`config.mk`:
```
export PLATFORM = sky130hd
export DESIGN_NAME = traffic_intersection_ctrl
export DESIGN_NICKNAME = d
export VERILOG_FILES = /design/src/rtl/traffic_intersection_ctrl.sv
export SDC_FILE = /design/constraint.sdc
export NUM_CORES = 1
export LEC_CHECK = 0
export CORE_MARGIN = 2
export CORE_UTILIZATION = 40
export DETAILED_ROUTE_END_ITERATION = 12
export PLACE_DENSITY_LB_ADDON = 0.12
export SLEW_MARGIN = 10
export SYNTH_ARGS = -nofsm -noshare
export SYNTH_HDL_FRONTEND = slang
export SYNTH_SLANG_ARGS = --single-unit
```
`constraint.sdc`:
```
create_clock -name clk -period 1.9 [get_ports clk]
set_input_delay 0.38 -clock clk [delete_from_list [all_inputs] [get_ports clk]]
set_output_delay 0.38 -clock clk [all_outputs]
set_load 0.02 [all_outputs]
```
`src/rtl/traffic_intersection_ctrl.sv`:
```
// Two-approach (NS/EW) intersection controller: green/yellow per approach, all-red
// clearance, latched pedestrian walk phase and flashing-yellow maintenance mode.
module traffic_intersection_ctrl #(
    parameter int CNT_W        = 4,
    parameter int GREEN_TICKS  = 6,
    parameter int YELLOW_TICKS = 4,
    parameter int CLR_TICKS    = 2,
    parameter int PED_TICKS    = 5,
    parameter int FLASH_TICKS  = 2
) (
    input  logic       clk,
    input  logic       reset,
    input  logic       tick,
    input  logic       ped_req,
    input  logic       flash_mode,
    output logic [2:0] ns_light,
    output logic [2:0] ew_light,
    output logic       ped_walk,
    output logic       ped_pending,
    output logic [2:0] phase
);

    localparam logic [2:0] S_CLR   = 3'd0;
    localparam logic [2:0] S_NS_G  = 3'd1;
    localparam logic [2:0] S_NS_Y  = 3'd2;
    localparam logic [2:0] S_EW_G  = 3'd3;
    localparam logic [2:0] S_EW_Y  = 3'd4;
    localparam logic [2:0] S_PED   = 3'd5;
    localparam logic [2:0] S_FLASH = 3'd6;

    localparam logic [2:0] LAMP_R    = 3'b100;
    localparam logic [2:0] LAMP_Y    = 3'b010;
    localparam logic [2:0] LAMP_G    = 3'b001;
    localparam logic [2:0] LAMP_DARK = 3'b000;

    // Last count value of each dwell; a state exits on the tick where cnt reaches it.
    localparam logic [CNT_W-1:0] GREEN_LAST  = CNT_W'(GREEN_TICKS - 1);
    localparam logic [CNT_W-1:0] YELLOW_LAST = CNT_W'(YELLOW_TICKS - 1);
    localparam logic [CNT_W-1:0] CLR_LAST    = CNT_W'(CLR_TICKS - 1);
    localparam logic [CNT_W-1:0] PED_LAST    = CNT_W'(PED_TICKS - 1);
    localparam logic [CNT_W-1:0] FLASH_LAST  = CNT_W'(FLASH_TICKS - 1);

    logic [2:0]       state;
    logic [2:0]       next_state;
    logic [CNT_W-1:0] cnt;
    logic [CNT_W-1:0] dwell_last;
    logic             dwell_done;
    logic             next_dir_ew;
    logic             blink;

    always_comb begin
        // NOTE: every variable assigned in a combinational block gets a default
        // first, so no path leaves it unassigned and no latch is inferred.
        dwell_last = CLR_LAST;
        case (state)
            S_NS_G, S_EW_G: dwell_last = GREEN_LAST;
            S_NS_Y, S_EW_Y: dwell_last = YELLOW_LAST;
            S_PED:          dwell_last = PED_LAST;
            S_FLASH:        dwell_last = FLASH_LAST;
            default:        dwell_last = CLR_LAST;
        endcase
    end

    assign dwell_done = tick && (cnt == dwell_last);

    always_comb begin
        next_state = state;
        if (flash_mode) begin
            next_state = S_FLASH;
        end else begin
            case (state)
                S_CLR:
                    if (dwell_done) begin
                        if (ped_pending)      next_state = S_PED;
                        else if (next_dir_ew) next_state = S_EW_G;
                        else                  next_state = S_NS_G;
                    end
                S_NS_G:  if (dwell_done) next_state = S_NS_Y;
                S_NS_Y:  if (dwell_done) next_state = S_CLR;
                S_EW_G:  if (dwell_done) next_state = S_EW_Y;
                S_EW_Y:  if (dwell_done) next_state = S_CLR;
                S_PED:   if (dwell_done) next_state = next_dir_ew ? S_EW_G : S_NS_G;
                S_FLASH: next_state = S_CLR;
                default: next_state = S_CLR;
            endcase
        end
    end

    // NOTE: sequential state uses non-blocking assignments so every register
    // samples the pre-edge values, independent of statement order.
    always_ff @(posedge clk) begin
        if (reset) begin
            state       <= S_CLR;
            cnt         <= '0;
            next_dir_ew <= 1'b0;
            ped_pending <= 1'b0;
            blink       <= 1'b0;
        end else begin
            state <= next_state;

            // In FLASH the dwell counter doubles as the blink half-period counter.
            if (next_state != state)
                cnt <= '0;
            else if (tick)
                cnt <= dwell_done ? '0 : cnt + 1'b1;

            if (next_state != S_FLASH)
                blink <= 1'b0;
            else if (state != S_FLASH)
                blink <= 1'b1;
            else if (dwell_done)
                blink <= ~blink;

            if (next_state == S_CLR) begin
                if (state == S_NS_Y)
                    next_dir_ew <= 1'b1;
                else if (state == S_EW_Y || state == S_FLASH)
                    next_dir_ew <= 1'b0;
            end

            // Entering PED serves the request; requests seen inside PED are dropped.
            if (next_state == S_PED && state != S_PED)
                ped_pending <= 1'b0;
            else if (state != S_PED && ped_req)
                ped_pending <= 1'b1;
        end
    end

    always_comb begin
        ns_light = LAMP_R;
        ew_light = LAMP_R;
        case (state)
            S_NS_G:  ns_light = LAMP_G;
            S_NS_Y:  ns_light = LAMP_Y;
            S_EW_G:  ew_light = LAMP_G;
            S_EW_Y:  ew_light = LAMP_Y;
            S_FLASH: begin
                ns_light = blink ? LAMP_Y : LAMP_DARK;
                ew_light = blink ? LAMP_Y : LAMP_DARK;
            end
            default: begin
                ns_light = LAMP_R;
                ew_light = LAMP_R;
            end
        endcase
    end

    assign ped_walk = (state == S_PED);
    assign phase    = state;

endmodule

```
==> results by group <==
Outcome
  • Status: complete, but fails checks
  • Failing checks: setup timing

Setup path
  • Reg2reg start: phase[2]
  • Worst Reg-to-Reg Cells: 7
  • R2r setup slk: -0.11 ns
  • Worst path slowest cell: dfxtp_4
  • CP Cell Sequence: buf_4 > and4bb_1 > nand2_1 > a21o_4 > a221oi_4 > o32ai_2 > a211oi_2
  • Worst-path fanout max: 6
  • CP Capture Type: flip-flop
  • Capturing point of the worst reg2reg path: blink
  • Critical path class: reg -> reg
  • Crit path DAT: between 2 and 2.5 ns
  • WP buf/inv: 1
  • CP max stage delay: ~0.40 ns
  • Top delay family on crit path: compound AO/OA/AOI/OAI gates
  • Critical Path RT: approximately 2.1 ns
  • Critical Path Source Type: flip-flop

Global routing
  • Largest net degree at the start of global routing: 14
  • All-Layer GR Usage: about a quarter
  • First-pass GRT wire length: slightly below 5000 um
  • GR Overflow Total: 0
  • Initial antenna violation count: 0
  • Vias in the first global route: ~1,100

Finish
  • Fillers: 131
  • Nets: about 180
  • Non-filler cells, final: approximately 200
  • Synth-to-layout area growth: 78.0%
  • Number of diodes: 0
  • Multi-input logic area: roughly 780 um^2
  • Share of layout cells above drive strength 1: 44.8%
  • Register area: 213 um^2

STA
  • RSZ-0062 raised after global routing: yes
  • Setup TNS: -0.279 ns
  • Rel. slew slack: about 74%
  • Hold_ws: 0.485 ns
  • Setup WS post-layout: -0.113 ns
  • Max Clock Skew: about 0.0019 ns
  • Fin crit period: ~2.0 ns
  • Slew at the pin with the worst max-slew slack: approximately 0.38 ns
  • Period Utilization, post-route: 106%
  • Final Setup Violations: 5
  • Slew Viols, Final: 0
  • Hold Vio Cnt, Final: 0
  • Max Fclk: between 400 and 500 MHz

Placed design
  • Placed Cells: 187
  • Gpl congestion: 0.925
  • PortBufs: 15
  • Post-DP HPWL: between 2000 and 2500 um

Synth
  • Commonest cells post-synth: a21oi_1, nand2_1, dfxtp_1
  • Yosys warning count: 0
  • Main area contributors after synthesis: dfxtp_1, a21oi_1, nand2_1
  • Most used DFF post-synth: dfxtp_1
  • Mean Syn Cell Area: 7.35 um^2
  • Netlist Area Pre-Place: between 800 and 900 um^2
  • Seq/Total Area, Yosys: a little under a quarter
  • Synth top area share: between 20% and 30%
  • Leading area contributor after synthesis: dfxtp_1
  • #FFs+latches synth: 10
  • Ys async rst share: 0%
  • Post-synth EDFFs: 0
  • Library cells used by synthesis: 42
  • Mapped Cells: roughly 120
  • Syn Nets: ~130

CTS
  • Max clock buf depth: 2
  • Worst skew pair latency: 0.29 ns
  • H-tree levels: 1
  • CTS tree: done
  • CTS clk-pin slew, worst paths: ~0.080 ns
  • Number of buffers created by CTS: 3
  • Clock sink count: 10
  • Hold Buf Count CTS: 0
  • Root buf cell: clkbuf_4

Drt
  • DRC errors left: 0
  • DRT Pass-1 Iters: 7
  • DR vias/cell: approximately 6.3
  • Final wirelength: ~3700 um
  • Initial DRC count: 80
  • Via count of the routed design: between 1,000 and 1,500
  • Post-route ant nets: 0
  • Per-cell routed wire length: around 19 um

Worst hold path
  • Endpoint with the worst hold slack: next_dir_ew
  • Hold Path Stages: 2
  • Hold wc startpoint: next_dir_ew
  • Worst min path class: reg -> reg

Pwr
  • Leakage power: ~0.0007 uW
  • Pwr Density: between 400 and 500 nW/um^2
  • Peak supply drop: 0.000388 V

Floorplanning
  • Row count: 16
  • Core Area: approximately 2000 um^2
  • I/O pin cnt: 16
  • Die height: roughly 51 um
  • Die width: 50.8 um
  • Starting Density: a little over two fifths
  • Die footprint: between 2000 and 3000 um^2

Run
  • Max Cap Viol: 0
[stage by stage]
stage,instance area [um^2],utilization [%],worst slack [ns],power (uW)
finish,1560,77.0,-0.113,751
floorplan,888,-,0.000687,359
detailed placement,1280,63.3,-0.356,466
global route,1560,77.0,-0.139,785
global placement,1280,63.3,-0.312,461
CTS,1390,68.6,0.00356,687
[placed cells by master, fill, tap and decap left out, drive strengths merged, types with 2 or more instances in the layout]
cell | synthesis | layout
a211oi | 3 | 3
a21boi | 2 | 2
a21o | 3 | 3
a21oi | 11 | 11
a221oi | 2 | 2
a31oi | 2 | 2
and3 | 5 | 5
buf | 4 | 41
clkbuf | 3 | 6
clkdlybuf4s50 | 0 | 6
dfxtp | 10 | 10
dlygate4sd2 | 0 | 5
inv | 8 | 7
nand2 | 11 | 11
nand2b | 4 | 4
nand3 | 5 | 5
nor2 | 9 | 9
nor2b | 4 | 4
nor3 | 4 | 4
nor4 | 2 | 2
o211ai | 2 | 2
o21ai | 6 | 6
xor2 | 3 | 3
[timing repair]
| item | CTS | global route |
|---|---|---|
| cloned | 0 | 0 |
| endpoints found under the setup margin | 12 | 12 |
| gates resized for setup | 20 | 33 |
| pin swaps | 8 | 8 |
| setup buffers | 4 | 4 |
[worst max path at each step]
stage | from | endpoint | cells after the start
2_1_floorplan | phase[2] | next_dir_ew | 7
3_3_place_gp | tick | blink | 8
3_5_place_dp | tick | blink | 7
5_1_grt | phase[2] | blink | 7
6_report | phase[2] | blink | 7
4_1_cts | phase[1] | next_dir_ew | 6
[metal layers]
layer  vias to the layer above  global-route usage (%)  wire length [um]
li1                        551                       -                 -
met1                       600                    31.6              1490
met2                        81                    43.6              1720
met3                        20                    7.14               375
met4                         0                    8.56               149
met5                         -                       0                 0
[flip-flops by register name (all words and copies together), names as in the netlist]
signal,flops
ped_pending,1
next_dir_ew,1
cnt,4
phase,3
blink,1
[cells by family after synthesis]
family / count (synthesis) / synth area share, %
adders and majority gates: 1 / 1.43
xor gates and xnor gates: 3 / 3.00
muxes: 2 / 2.43
AOI/OAI and AO/OA: 39 / 32.3
DFF: 10 / 22.9
and+or+nand+nor: 49 / 29.9
buffers and inverters: 15 / 8.01
[layout make-up]
type                    count  share of cell area, %
flip-flops and latches     10                   13.7
clock buffers               4                   2.33
inverters                   8                   2.17
repair buffers             56                   29.5
well taps                  27                   2.17
multi-input cells          94                   50.2
[worst reg2reg max path: stages, from the launching register on]
cell and delay (ns):
dfxtp_4 0.40, buf_4 0.16, and4bb_1 0.28, nand2_1 0.11, a21o_4 0.26, a221oi_4 0.36, o32ai_2 0.13, a211oi_2 0.23
[power by group]
part	internal, uW	leakage [uW]	switching (uW)
logic	142	0.000587	153
clock network	117	0.0000210	96.6
registers	219	0.0000843	24.1
No activity file was read; power rests on OpenSTA's default activity.
